===== config.mk =====
export PLATFORM = sky130hd
export DESIGN_NAME = hazard_ctrl_flat
export DESIGN_NICKNAME = d
export VERILOG_FILES = /design/src/rtl/hazard_ctrl_pkg.sv /design/src/rtl/hazard_ctrl_if.sv /design/src/rtl/hazard_ctrl_load_use_detect.sv /design/src/rtl/hazard_ctrl.sv /design/src/flat_wrapper.sv
export SDC_FILE = /design/constraint.sdc
export NUM_CORES = 1
export LEC_CHECK = 0
export CORE_MARGIN = 2
export CORE_UTILIZATION = 50
export CTS_CLUSTER_SIZE = 25
export DETAILED_ROUTE_END_ITERATION = 7
export GPL_ROUTABILITY_DRIVEN = 1
export GPL_TIMING_DRIVEN = 0
export PLACE_DENSITY = 0.91
export SLEW_MARGIN = 20
export SYNTH_ARGS = -nofsm -noshare
export SYNTH_HDL_FRONTEND = slang
export SYNTH_SLANG_ARGS = --single-unit

===== constraint.sdc =====
create_clock -name clk -period 2.7 [get_ports clk]
set_input_delay 0.54 -clock clk [delete_from_list [all_inputs] [get_ports clk]]
set_output_delay 0.54 -clock clk [all_outputs]
set_load 0.02 [all_outputs]

===== src/rtl/hazard_ctrl_pkg.sv =====
// ---------------------------------------------------------------------------
// riscv_pkg : shared pipeline metadata types for the hazard controller
// Rev 1.0
// ---------------------------------------------------------------------------
`default_nettype none

package riscv_pkg;

    typedef struct packed {
        logic       valid;
        logic [4:0] rd;
        logic       regwrite;
        logic       memread;
        logic       memwrite;
    } stage_meta_t;

    localparam stage_meta_t STAGE_BUBBLE = '{
        valid:    1'b0,
        rd:       5'd0,
        regwrite: 1'b0,
        memread:  1'b0,
        memwrite: 1'b0
    };

    typedef enum logic [0:0] {
        RUN  = 1'b0,
        WAIT = 1'b1
    } hc_state_e;

    function automatic logic accesses_mem(input stage_meta_t m);
        return m.valid && (m.memread || m.memwrite);
    endfunction

endpackage

`default_nettype wire


===== src/rtl/hazard_ctrl_if.sv =====
// ---------------------------------------------------------------------------
// hazard_ctrl_if : decode/memory inputs and hold/flush/forwarding outputs
// Rev 1.0
// ---------------------------------------------------------------------------
`default_nettype none

interface hazard_ctrl_if #(
    parameter int CNT_W = 32
);
    logic             id_valid;
    logic [4:0]       id_rs1;
    logic [4:0]       id_rs2;
    logic             id_rs1_used;
    logic             id_rs2_used;
    logic [4:0]       id_rd;
    logic             id_regwrite;
    logic             id_memread;
    logic             id_memwrite;
    logic             ex_branch_taken;
    logic             dmem_ready;

    logic             pc_hold;
    logic             ifid_hold;
    logic             ifid_flush;
    logic             idex_bubble;
    logic             ex_hold;
    logic             mem_hold;
    logic [4:0]       EXMEM_RegisterRd;
    logic [4:0]       MEMWB_RegisterRd;
    logic             EXMEM_RegWrite;
    logic             MEMWB_RegWrite;
    logic             mem_timeout;
    logic [CNT_W-1:0] stall_cycles;

    modport master (
        output id_valid, id_rs1, id_rs2, id_rs1_used, id_rs2_used, id_rd,
               id_regwrite, id_memread, id_memwrite, ex_branch_taken, dmem_ready,
        input  pc_hold, ifid_hold, ifid_flush, idex_bubble, ex_hold, mem_hold,
               EXMEM_RegisterRd, MEMWB_RegisterRd, EXMEM_RegWrite, MEMWB_RegWrite,
               mem_timeout, stall_cycles
    );

    modport slave (
        input  id_valid, id_rs1, id_rs2, id_rs1_used, id_rs2_used, id_rd,
               id_regwrite, id_memread, id_memwrite, ex_branch_taken, dmem_ready,
        output pc_hold, ifid_hold, ifid_flush, idex_bubble, ex_hold, mem_hold,
               EXMEM_RegisterRd, MEMWB_RegisterRd, EXMEM_RegWrite, MEMWB_RegWrite,
               mem_timeout, stall_cycles
    );
endinterface

`default_nettype wire


===== src/rtl/hazard_ctrl_load_use_detect.sv =====
// ---------------------------------------------------------------------------
// load_use_detect : flags an ID instruction reading the rd of a load in EX
// Rev 1.0
// ---------------------------------------------------------------------------
`default_nettype none

module load_use_detect
    import riscv_pkg::*;
(
    input  stage_meta_t idex,
    input  logic        id_valid,
    input  logic [4:0]  id_rs1,
    input  logic [4:0]  id_rs2,
    input  logic        id_rs1_used,
    input  logic        id_rs2_used,
    output logic        hazard
);
    logic load_in_ex;
    logic src_match;
    logic unused_idex;

    // x0 never carries a real dependency, so a load to x0 cannot stall
    assign load_in_ex  = idex.valid && idex.memread && (idex.rd != 5'd0);
    assign src_match   = (id_rs1_used && (id_rs1 == idex.rd)) ||
                         (id_rs2_used && (id_rs2 == idex.rd));
    assign hazard      = load_in_ex && id_valid && src_match;
    assign unused_idex = ^{idex.regwrite, idex.memwrite};

endmodule

`default_nettype wire


===== src/rtl/hazard_ctrl.sv =====
// ---------------------------------------------------------------------------
// hazard_ctrl : shadow rd tracking plus stall/flush/bubble generation
// Rev 1.0
// ---------------------------------------------------------------------------
`default_nettype none

module hazard_ctrl
    import riscv_pkg::*;
#(
    parameter int MEM_TIMEOUT = 255,
    parameter int CNT_W       = 32
) (
    input  logic         clk,
    input  logic         rst,
    hazard_ctrl_if.slave hc
);
    localparam int                WCNT_W   = $clog2(MEM_TIMEOUT + 1);
    localparam logic [WCNT_W-1:0] WAIT_MAX = WCNT_W'(MEM_TIMEOUT);

    stage_meta_t       idex;
    stage_meta_t       exmem;
    stage_meta_t       memwb;
    stage_meta_t       id_meta;
    hc_state_e         state;
    logic [WCNT_W-1:0] wait_cnt;
    logic [WCNT_W-1:0] wait_cnt_next;
    logic [CNT_W-1:0]  stall_cnt;
    logic              timeout;
    logic              lu_raw;
    logic              mem_wait;
    logic              branch;
    logic              load_use;
    logic              unused_memwb;

    load_use_detect u_lud (
        .idex        (idex),
        .id_valid    (hc.id_valid),
        .id_rs1      (hc.id_rs1),
        .id_rs2      (hc.id_rs2),
        .id_rs1_used (hc.id_rs1_used),
        .id_rs2_used (hc.id_rs2_used),
        .hazard      (lu_raw)
    );

    always_comb begin
        id_meta = STAGE_BUBBLE;
        if (hc.id_valid) begin
            id_meta = '{valid: 1'b1, rd: hc.id_rd, regwrite: hc.id_regwrite,
                        memread: hc.id_memread, memwrite: hc.id_memwrite};
        end
    end

    // mem-wait outranks branch, which outranks load-use
    assign mem_wait = accesses_mem(exmem) && !hc.dmem_ready;
    assign branch   = hc.ex_branch_taken && !mem_wait;
    assign load_use = lu_raw && !mem_wait && !hc.ex_branch_taken;

    assign hc.pc_hold     = mem_wait || load_use;
    assign hc.ifid_hold   = mem_wait || load_use;
    assign hc.ifid_flush  = branch;
    assign hc.idex_bubble = branch || load_use;
    assign hc.ex_hold     = mem_wait;
    assign hc.mem_hold    = mem_wait;

    assign hc.EXMEM_RegisterRd = exmem.rd;
    assign hc.MEMWB_RegisterRd = memwb.rd;
    assign hc.EXMEM_RegWrite   = exmem.valid && exmem.regwrite;
    assign hc.MEMWB_RegWrite   = memwb.valid && memwb.regwrite;
    assign hc.mem_timeout      = timeout;
    assign hc.stall_cycles     = stall_cnt;

    assign wait_cnt_next = (wait_cnt == WAIT_MAX) ? wait_cnt : wait_cnt + WCNT_W'(1);
    assign unused_memwb  = ^{memwb.memread, memwb.memwrite};

    always_ff @(posedge clk) begin
        if (rst) begin
            idex      <= STAGE_BUBBLE;
            exmem     <= STAGE_BUBBLE;
            memwb     <= STAGE_BUBBLE;
            state     <= RUN;
            wait_cnt  <= '0;
            timeout   <= 1'b0;
            stall_cnt <= '0;
        end else begin
            if (mem_wait) begin
                // access still pending: hold it in EXMEM, retire nothing
                memwb <= STAGE_BUBBLE;
            end else begin
                memwb <= exmem;
                exmem <= idex;
                idex  <= (branch || load_use) ? STAGE_BUBBLE : id_meta;
            end

            if (hc.pc_hold && (stall_cnt != '1)) begin
                stall_cnt <= stall_cnt + CNT_W'(1);
            end

            case (state)
                RUN: begin
                    if (mem_wait) begin
                        state    <= WAIT;
                        wait_cnt <= '0;
                    end
                end
                WAIT: begin
                    if (hc.dmem_ready) begin
                        state <= RUN;
                    end
                    wait_cnt <= wait_cnt_next;
                    if (wait_cnt_next == WAIT_MAX) begin
                        timeout <= 1'b1;
                    end
                end
                default: state <= RUN;
            endcase
        end
    end

endmodule

`default_nettype wire


===== src/flat_wrapper.sv =====
// flat-port wrapper written by rule: the top's interface ports become plain ports
module hazard_ctrl_flat import riscv_pkg::*;
#(
    parameter int MEM_TIMEOUT = 255,
    parameter int CNT_W       = 32
)
  (clk, rst, hc_id_valid, hc_id_rs1, hc_id_rs2, hc_id_rs1_used, hc_id_rs2_used, hc_id_rd, hc_id_regwrite, hc_id_memread, hc_id_memwrite, hc_ex_branch_taken, hc_dmem_ready, hc_pc_hold, hc_ifid_hold, hc_ifid_flush, hc_idex_bubble, hc_ex_hold, hc_mem_hold, hc_EXMEM_RegisterRd, hc_MEMWB_RegisterRd, hc_EXMEM_RegWrite, hc_MEMWB_RegWrite, hc_mem_timeout, hc_stall_cycles);
  hazard_ctrl_if #(.CNT_W(CNT_W)) hc_i ();
  input  logic clk;
  input  logic rst;
  input wire logic [$bits(hc_i.id_valid)-1:0] hc_id_valid;
  input wire logic [$bits(hc_i.id_rs1)-1:0] hc_id_rs1;
  input wire logic [$bits(hc_i.id_rs2)-1:0] hc_id_rs2;
  input wire logic [$bits(hc_i.id_rs1_used)-1:0] hc_id_rs1_used;
  input wire logic [$bits(hc_i.id_rs2_used)-1:0] hc_id_rs2_used;
  input wire logic [$bits(hc_i.id_rd)-1:0] hc_id_rd;
  input wire logic [$bits(hc_i.id_regwrite)-1:0] hc_id_regwrite;
  input wire logic [$bits(hc_i.id_memread)-1:0] hc_id_memread;
  input wire logic [$bits(hc_i.id_memwrite)-1:0] hc_id_memwrite;
  input wire logic [$bits(hc_i.ex_branch_taken)-1:0] hc_ex_branch_taken;
  input wire logic [$bits(hc_i.dmem_ready)-1:0] hc_dmem_ready;
  output wire logic [$bits(hc_i.pc_hold)-1:0] hc_pc_hold;
  output wire logic [$bits(hc_i.ifid_hold)-1:0] hc_ifid_hold;
  output wire logic [$bits(hc_i.ifid_flush)-1:0] hc_ifid_flush;
  output wire logic [$bits(hc_i.idex_bubble)-1:0] hc_idex_bubble;
  output wire logic [$bits(hc_i.ex_hold)-1:0] hc_ex_hold;
  output wire logic [$bits(hc_i.mem_hold)-1:0] hc_mem_hold;
  output wire logic [$bits(hc_i.EXMEM_RegisterRd)-1:0] hc_EXMEM_RegisterRd;
  output wire logic [$bits(hc_i.MEMWB_RegisterRd)-1:0] hc_MEMWB_RegisterRd;
  output wire logic [$bits(hc_i.EXMEM_RegWrite)-1:0] hc_EXMEM_RegWrite;
  output wire logic [$bits(hc_i.MEMWB_RegWrite)-1:0] hc_MEMWB_RegWrite;
  output wire logic [$bits(hc_i.mem_timeout)-1:0] hc_mem_timeout;
  output wire logic [$bits(hc_i.stall_cycles)-1:0] hc_stall_cycles;
  assign hc_i.id_valid = hc_id_valid;
  assign hc_i.id_rs1 = hc_id_rs1;
  assign hc_i.id_rs2 = hc_id_rs2;
  assign hc_i.id_rs1_used = hc_id_rs1_used;
  assign hc_i.id_rs2_used = hc_id_rs2_used;
  assign hc_i.id_rd = hc_id_rd;
  assign hc_i.id_regwrite = hc_id_regwrite;
  assign hc_i.id_memread = hc_id_memread;
  assign hc_i.id_memwrite = hc_id_memwrite;
  assign hc_i.ex_branch_taken = hc_ex_branch_taken;
  assign hc_i.dmem_ready = hc_dmem_ready;
  assign hc_pc_hold = hc_i.pc_hold;
  assign hc_ifid_hold = hc_i.ifid_hold;
  assign hc_ifid_flush = hc_i.ifid_flush;
  assign hc_idex_bubble = hc_i.idex_bubble;
  assign hc_ex_hold = hc_i.ex_hold;
  assign hc_mem_hold = hc_i.mem_hold;
  assign hc_EXMEM_RegisterRd = hc_i.EXMEM_RegisterRd;
  assign hc_MEMWB_RegisterRd = hc_i.MEMWB_RegisterRd;
  assign hc_EXMEM_RegWrite = hc_i.EXMEM_RegWrite;
  assign hc_MEMWB_RegWrite = hc_i.MEMWB_RegWrite;
  assign hc_mem_timeout = hc_i.mem_timeout;
  assign hc_stall_cycles = hc_i.stall_cycles;
  hazard_ctrl #(.MEM_TIMEOUT(MEM_TIMEOUT), .CNT_W(CNT_W)) u_core (.clk(clk), .rst(rst), .hc(hc_i));
endmodule

* After elaboration in Yosys (flattened, before gate mapping)
Cells that the tools add are included.
Storage, ports and cells: flip-flop bits (word level) 67, latch bits 0, bits in writable memories 0, bits in read-only memories 0, input port bits 25, output and inout port bits 51, word-level logic and storage cells 58, memories kept 0
Cells by class: add/subtract/negate cells 2, multipliers 0, divide/modulo/power cells 0, $lt $le $gt $ge 0, eq/ne operators 6, shifts and indexed selects 0, mux-type cells 8, bitwise logic cells 1, reduce and logical (&&, ||, !) cells 24
Operators with widths (number):
- 32-bit by 1-bit adder with 32-bit output (second input constant) | 1
- 32-bit != test (second input constant) | 1
- 9-bit 2-to-1 mux | 2
- 8-bit == test (second input constant) | 2
- 8-bit 2-to-1 mux | 2
- 8-bit case mux with 2 select lines | 1
- 1-bit logical AND | 14
- 5-bit == test | 2
- 8-bit by 1-bit adder with 8-bit output (second input constant) | 1
- 5-bit nonzero test | 1
- 1-bit logical OR | 4
- 1-bit logical NOT | 3
- 1-bit 2-to-1 mux | 2
- 2-bit by 1-bit != test with 1-bit output (second input constant) | 1
- 1-bit case mux with 2 select lines | 1
- 2-bit AND reduction | 1
- 2-bit OR reduction | 1
- 1-bit inverter | 1

* Depth between registers and ports, before layout
Gate-level depths: netlist of run 1.
depth after elaboration 8, depth in mapped cells 8, mapped depth without buffers 7

* By module
From an unflattened synthesis of run 1, not the netlist that was laid out.
Second synthesis, totals: cell total of the unflattened synthesis 392, area total of the unflattened synthesis 3306.9 um2
By module, submodules not included:
- hazard_ctrl | times used 1, cells an instance 375, area each 3175.5 um2, seq. area each 1341.3 um2
- load_use_detect | times used 1, cells an instance 17, area each 131.4 um2, seq. area each 0.0 um2

* Least setup slack after synthesis of run 1
No wires, ideal clock.
kind reg-to-reg, from reg u_core.stall_cnt[0], in the netlist u_core.hc.stall_cycles[0], to reg u_core.stall_cnt[24], in the netlist u_core.hc.stall_cycles[24], library setup time 0.071 ns, data arrival time 2.298 ns, required time 2.629 ns, setup slack 0.332 ns, cell stages (with the launch flop) 9, buffers on the path 1, period minus slack after synthesis 2.368 ns, cell sequence dfxtp_1 ha_1 nand2_1 or4_4 a211oi_2 a21oi_2 buf_6 or3_1 a21oi_1
On the way: longest elaborated chain between the ends 2, elaborated cells between the ends (all ways) 3, classes of those cells 1 x add/sub; 1 x eq/ne; 1 x reduce/logical
RTL lines:
- start, declared | RTL line hazard_ctrl.sv:27 | logic [CNT_W-1:0] stall_cnt;
- start signal, assigned | RTL line hazard_ctrl.sv:95 | stall_cnt <= stall_cnt + CNT_W'(1);
- parallel branches: the longest is 2 deep, another holds 32-bit by 1-bit adder with 32-bit output
Parallel ways; which one is timed is not known. A chain may end at the register's enable or synchronous reset.

* Final worst setup path of run 1
from in hc_id_rs1[2], to out hc_pc_hold
On the way: longest elaborated chain between the ends 7
RTL lines:
- start, declared | RTL line flat_wrapper.sv:12 | input wire logic [$bits(hc_i.id_rs1)-1:0] hc_id_rs1;
- 5-bit == test | RTL line hazard_ctrl_load_use_detect.sv:24 | assign src_match = (id_rs1_used && (id_rs1 == idex.rd)) ||
- 1-bit logical AND | RTL line hazard_ctrl_load_use_detect.sv:24
- 1-bit logical OR | RTL line hazard_ctrl_load_use_detect.sv:24
- 1-bit logical AND | RTL line hazard_ctrl_load_use_detect.sv:26 | assign hazard = load_in_ex && id_valid && src_match;
- 1-bit logical AND (2 in a row) | RTL line hazard_ctrl.sv:56 | assign load_use = lu_raw && !mem_wait && !hc.ex_branch_taken;
- 1-bit logical OR | RTL line hazard_ctrl.sv:58 | assign hc.pc_hold = mem_wait || load_use;
- end, declared | RTL line flat_wrapper.sv:22 | output wire logic [$bits(hc_i.pc_hold)-1:0] hc_pc_hold;
Every way passes these cells.

==> results of run 1 <==
timing repair:
item	in CTS	in global routing
setup endpoints to repair	11	17
gates resized for setup	23	18
hold endpoints to repair	0	0
setup buffers	2	0
pin swaps	1	0
logic make-up after synthesis:
| kind of cell | count (synthesis) | synth area share (%) |
|---|---|---|
| simple gates | 179 | 28.7 |
| compound gates | 86 | 16.9 |
| flops | 67 | 41.2 |
| buf+inv | 34 | 5.61 |
| xor+xnor | 14 | 3.77 |
| mux | 9 | 3.07 |
| fa+ha+maj | 2 | 0.769 |
flip-flops by register name, summed over array words and instances, names as in the netlist:
signal,cells
u_core.hc.stall_cycles,32
u_core.memwb,2
u_core.hc.mem_timeout,1
u_core.wait_cnt,8
u_core.state,1
u_core.hc.EXMEM_RegisterRd,5
u_core.idex,9
u_core.hc.MEMWB_RegisterRd,5
u_core.exmem,4
placed cells by master (no fill, tap or decap), drive strengths merged, types with 17 or more instances in the layout:
cell and count:
clkdlybuf4s50 67, dfxtp 67, nand2 44, a21oi 33
nor2 32, clkbuf 22, buf 21, nand3 18
o21ai 17
area by class of cell:
| type | count | area, um^2 | area share, % |
|---|---|---|---|
| Multi-Input combinational cell | 290 | 1820 | 41.0 |
| Sequential cell | 67 | 1340 | 30.3 |
| Timing Repair Buffer | 76 | 737 | 16.6 |
| Buffer | 26 | 160 | 3.62 |
| Clock buffer | 10 | 138 | 3.11 |
| Clock inverter | 6 | 113 | 2.54 |
| Tap cell | 77 | 96.3 | 2.18 |
| Inverter | 7 | 26.3 | 0.593 |
power groups by stage:
stage	registers (mW)	clock network, mW	logic (mW)
final	1.00	1.05	0.113
after global routing	1.00	1.10	0.119
after CTS	1.00	1.05	0.109
after detailed placement	1.02	0	0.106
after global placement	1.02	0	0.103
after floorplan	1.02	0	0.0486
worst paths after layout:
kind                             startpoint                         end  slack, ps  depth (start not counted)
hold / removal              u_core.exmem[1]             u_core.exmem[1]        460                          2
setup reg to reg  u_core.hc.stall_cycles[0]  u_core.hc.stall_cycles[23]         80                          8
hold reg to reg             u_core.exmem[1]             u_core.exmem[1]        460                          2
setup / recovery               hc_id_rs1[2]                  hc_pc_hold         30                          8
stage by stage:
step / utilization [%] / cell area, um^2 / hold slack, ps / TNS, ps
6_report: 70.2 / 4430 / 459 / 0
2_1_floorplan: - / 3260 / 432 / 0
4_1_cts: 69.3 / 4380 / 460 / 0
3_3_place_gp: 64.8 / 4090 / 442 / -8340
3_5_place_dp: 64.8 / 4090 / 451 / -8860
5_1_grt: 70.2 / 4430 / 477 / -73.2
layer usage:
metal | part of all wire, % | up-vias
met5 | 0 | -
met1 | 39 | 1614
met2 | 51 | 208
li1 | - | 1569
met4 | 3.4 | 0
met3 | 7.3 | 42
worst min-delay path, cell delays in order, from the launching register on:
cell	delay, ps
dfxtp_1	310
nand2_1	50
a21oi_1	50
==> reports/qor.csv, run 1 <==
metric;value;unit
status;complete, no violations;
swShare;21.7;%
cp-end-kind;primary output;
intPower;1.69;mW
syn_inst;391;
finalWorstSetupSlack;30.2;ps
period_needed;2670;ps
start_util;51.6;%
io_buffers;74;
nNetsFinal;504;
fp.dieW;84.7;um
grtUsageMet2;44.2;%
antenna_found_initial;0;
ir_worst_vdd;0.537;mV
numCtsBuffers;9;
core-area;0.00631;mm^2
area_delta_synth_final;36.0;%
hold_viol;0;
final_layout_size_suffix_gt1_share;13.1;%
dpl.hpwl;6.38;mm
crit_type;in2out;
place.gp.congestion;0.987;
num_rows;29;
crit_slowest_cell;clkdlybuf4s50_1;
cp-start-kind;primary input;
syn_avg_cell_area;8.33;um^2
yosys-top-cells-area;dfxtp_1, nand2_1, a21oi_1, nor2_1, or3_1;
use_met3;6.29;%
fp.dieH;84.7;um
grt_pass1_wl;15.2;mm
power_switching;469;uW
clock_path_buffers;2;
use_met1;31.0;%
place_ws;-714;ps
drt-total-wl;9.93;mm
setup_viol;0;
grt_pass1_vias;3254;
fmax;0.375;GHz
power;2.16;mW
async_reset_ff_share;0;%
rsz0062_at_grt;true;
pwr-share-seq;46.3;%
synth_cell_types;50;
slew_violations;0;
gr-total-overflow;0;
grt_util_all_layers;26.1;%
synth-main-ff-cell;dfxtp_1;
cp_max_fo;4;
p_per_area;488;mW/mm^2
p_leak;1.52;nW
drcViolationCount;0;
dieArea;0.00717;mm^2
fillCellCount;477;
max_cap_violations;0;
clkPwrFrac;48.5;%
slowest_delay;470;ps
path_delay_family;buffers and inverters;
worst_ep_arrival_time;2130;ps
worst_pin_slew;968;ps
ys_ff_latch;67;
htreeDepth;3;
wire_per_inst;17.8;um
min_period_over_period;98.9;%
post-synth-top-area-cell;dfxtp_1;
top_usage_layer;met2;
placedCellCount;542;
n_antenna_cell;0;
layout.cells.non_filler;559;
insertion_delay;350;ps
crit_top_cell;buf_4;
antenna_left;0;
firstDrtPassIters;7;
skew;8.40;ps
synth_common_cells;dfxtp_1, nand2_1, a21oi_1, nor2_1, nand3_1;
grt_start_max_net_pins;13;
synth_nets;418;
crit_buf_inv;3;
synthMostInstantiatedCell;dfxtp_1;
drtIter0Drc;237;
cts_hold_buf;0;
yosysWarnings;0;
root_buffer;clkbuf_8;
cp_cell_sequence;clkdlybuf4s50_1 > xnor2_1 > nand4_1 > o22ai_2 > nor2b_4 > or2_4 > buf_4 > buf_4;
via_per_inst;6.14;
worstPathRequired;2160;ps
synth_area;0.00326;mm^2
combPwrFrac;5.2;%
ys_seq_area_share;41.2;%
io_pins;76;
synth_top_area_share;41.2;%
synth-edff-count;0;
worstHoldPathType;reg2reg;
vias;3433;
cts.sinks;67;
relSlewSlack;35.0;%
cts_tree;yes;
clk_pin_slew;70;ps
(Power assumes the default switching activity.)
==> run 2, diff against run 1 <==
- ABC_AREA: default -> 1
- PLACE_DENSITY: 0.91 -> 0.88
==> reports/qor.csv, run 2 <==
metric;value;unit;change
status;complete, no violations;;
synth-xor-area-share;3.74;%;-0.031 points
synth_nets;630;;+51%
yosys-top-cells-area;dfxtp_1, nand2_1, nor2_1, nand3_1, a21oi_1;;
syn_inst;603;;+54%
place_ws;-677;ps;+37.4 ps
nNetsFinal;718;;+42%
antenna_left;0;;unchanged
synth-edff-count;0;;unchanged
dieArea;0.00870;mm^2;+21%
crit_slowest_cell;clkdlybuf4s50_1;;
numCtsBuffers;9;;unchanged
synth_compound_gate_area_share;10.6;%;-6.3 points
start_util;51.6;%;about the same
syn_avg_cell_area;6.61;um^2;-21%
path_delay_family;buffers and inverters;;
finalWorstSetupSlack;48.4;ps;+18.2 ps
period_needed;2650;ps;-18.2 ps
fin_util;66.1;%;-4.1 points
io_buffers;74;;unchanged
io_pins;76;;unchanged
synthMostInstantiatedCell;nand2_1;;
wire_per_inst;13.5;um;-24%
holdWs;438;ps;-21.4 ps
largest_reg_flops;32;;unchanged
drtIter0Drc;228;;-3.8%
crit_type;in2out;;
gr-total-overflow;0;;unchanged
final_layout_size_suffix_gt1_share;15.5;%;+2.4 points
grt_pass1_wl;18.0;mm;+18%
rrSetupSlack;750;ps;+670 ps
grt_pass1_vias;3977;;+22%
root_buffer;clkbuf_8;;
cts_tree;yes;;
p_leak;1.90;nW;+25%
place.gp.congestion;0.963;;-2.5%
grt_util_all_layers;25.9;%;-0.14 points
skew;9.27;ps;+0.876 ps
fp.dieW;93.3;um;+10%
synth_top_area_share;33.6;%;-7.6 points
n_antenna_cell;0;;unchanged
num_rows;32;;+10%
layout_common_cells;nand2_1, clkdlybuf4s50_1, nor2_1;;
min_period_over_period;98.2;%;-0.67 points
post-synth-top-area-cell;dfxtp_1;;
antenna_found_initial;0;;unchanged
slew_violations;0;;unchanged
crit_buf_inv;4;;+1
worstPathRequired;2160;ps;about the same
relSlewSlack;50.0;%;+15 points
synth_area;0.00399;mm^2;+22%
ir_worst_vdd;0.228;mV;-57%
synth_common_cells;nand2_1, nor2_1, dfxtp_1;;
vias;4139;;+21%
ys_ff_latch;67;;unchanged
worstHoldPathType;reg2reg;;
slowest_delay;510;ps;+40 ps
cp_cell_sequence;clkdlybuf4s50_1 > nand3b_4 > nand2_1 > nor2_1 > nand2_1 > nand2_4 > buf_6 > buf_4 > buf_2;;
cp-start-kind;primary input;;
core-area;0.00773;mm^2;+22%
synth_cell_types;33;;-34%
p_per_area;400;mW/mm^2;-18%
synth-adder-area-share;0.628;%;-0.14 points
fp.dieH;93.3;um;+10%
async_reset_ff_share;0;%;unchanged
synth_top_family_by_area;simple AND/OR/NAND/NOR gates;;
yosysWarnings;0;;unchanged
area_delta_synth_final;28.1;%;
grt_start_max_net_pins;18;;+5
cp_max_fo;11;;+7
clk_pin_slew;90;ps;+20 ps
worst_pin_slew;750;ps;-217 ps
clock_path_buffers;2;;unchanged
htreeDepth;3;;unchanged
dpl.hpwl;8.18;mm;+28%
worst_ep_arrival_time;2110;ps;-20 ps
synthMuxAreaShare;0;%;-3.1 points
synth-main-ff-cell;dfxtp_1;;
final_common_cell;nand2_1;;
firstDrtPassIters;6;;-1
cp-end-kind;primary output;;
cts.sinks;67;;unchanged
ys_seq_area_share;33.6;%;-7.6 points
crit_top_cell;nand2_1;;
drt-total-wl;10.8;mm;+8.5%
synthSimpleGateAreaFrac;42.2;%;+13 points
power;2.04;mW;-5.5%
insertion_delay;360;ps;about the same
hold_viol;0;;unchanged
max_cap_violations;0;;unchanged
rsz0062_at_grt;true;;
drcViolationCount;0;;unchanged
fmax;0.377;GHz;+0.68%
setup_viol;0;;unchanged
finalSetupTns;0;ps;unchanged
via_per_inst;5.19;;-16%
## run 2: cell count changes after synthesis, sizes merged, moves of 12 or more
| cell | change |
|---|---|
| a21oi | +26 |
| and2 | -12 |
| inv | +36 |
| nand2 | +174 |
| nand3 | +26 |
| nand3b | +16 |
| nor2 | +45 |
| or3 | -15 |
## run 2: cell type report
type                    count  area (um^2)
inverters                  44          170
clock buffers              11          151
clock inverters             5         65.1
repair buffers             78          754
well taps                 102          128
fillers                   680         2620
multi-input cells         460         2290
flip-flops and latches     67         1340
plain buffers              31          210
## run 2: worst paths after layout
kind | startpoint | depth (start not counted) | to
setup / recovery | hc_dmem_ready | 9 | hc_pc_hold
hold / removal | u_core.hc.EXMEM_RegisterRd[0] | 2 | u_core.hc.MEMWB_RegisterRd[0]
setup reg to reg | u_core.hc.stall_cycles[0] | 9 | u_core.hc.stall_cycles[25]
hold reg to reg | u_core.hc.EXMEM_RegisterRd[0] | 2 | u_core.hc.MEMWB_RegisterRd[0]
## run 2: worst min-delay path, delay by kind of cell, from the launching register on
kind | cells | cell delay (ps)
buffers and inverters | 1 | 50
and+or+nand+nor | 1 | 30
DFF | 1 | 320
## run 2: cells by family (layout without fill, tap and decap cells)
kind of cell,count (synthesis),in the layout
and+or+nand+nor,372,372
AOI/OAI and AO/OA,69,69
xor gates and xnor gates,17,17
adders and majority gates,2,2
buffers and inverters,76,169
DFF,67,67
## run 2: stage by stage
step,instances,cell area [um^2]
CTS,795,5090
floorplan,603,3990
finish,798,5110
global placement,779,4850
detailed placement,779,4850
global route,798,5110
## run 2: what timing repair did
item	4_1_cts	5_1_grt
hold buffers	0	0
setup endpoints to repair	6	5
setup buffers	1	3
hold endpoints to repair	0	0
pin swaps	1	1
gates resized for setup	13	8
## run 2: layer usage
metal	track usage [%]	vias up	wire length, um
li1	-	2088	-
met1	29.9	1893	4510
met2	46.3	122	5360
met3	5.24	36	578
met4	10.9	0	330
met5	0	-	0
## run 2: report_power, final
| part | switching, mW | internal (mW) | leakage (nW) |
|---|---|---|---|
| clock network | 0.439 | 0.491 | 0.111 |
| logic | 0.0574 | 0.0560 | 1.25 |
| registers | 0.00587 | 0.995 | 0.541 |
| total | 0.502 | 1.54 | 1.90 |
==> run 3, diff against run 2 <==
- HOLD_SLACK_MARGIN: default -> 0.02
==> results of run 3 <==
No change in the layout: final DEF, timing and power equal those of run 2.
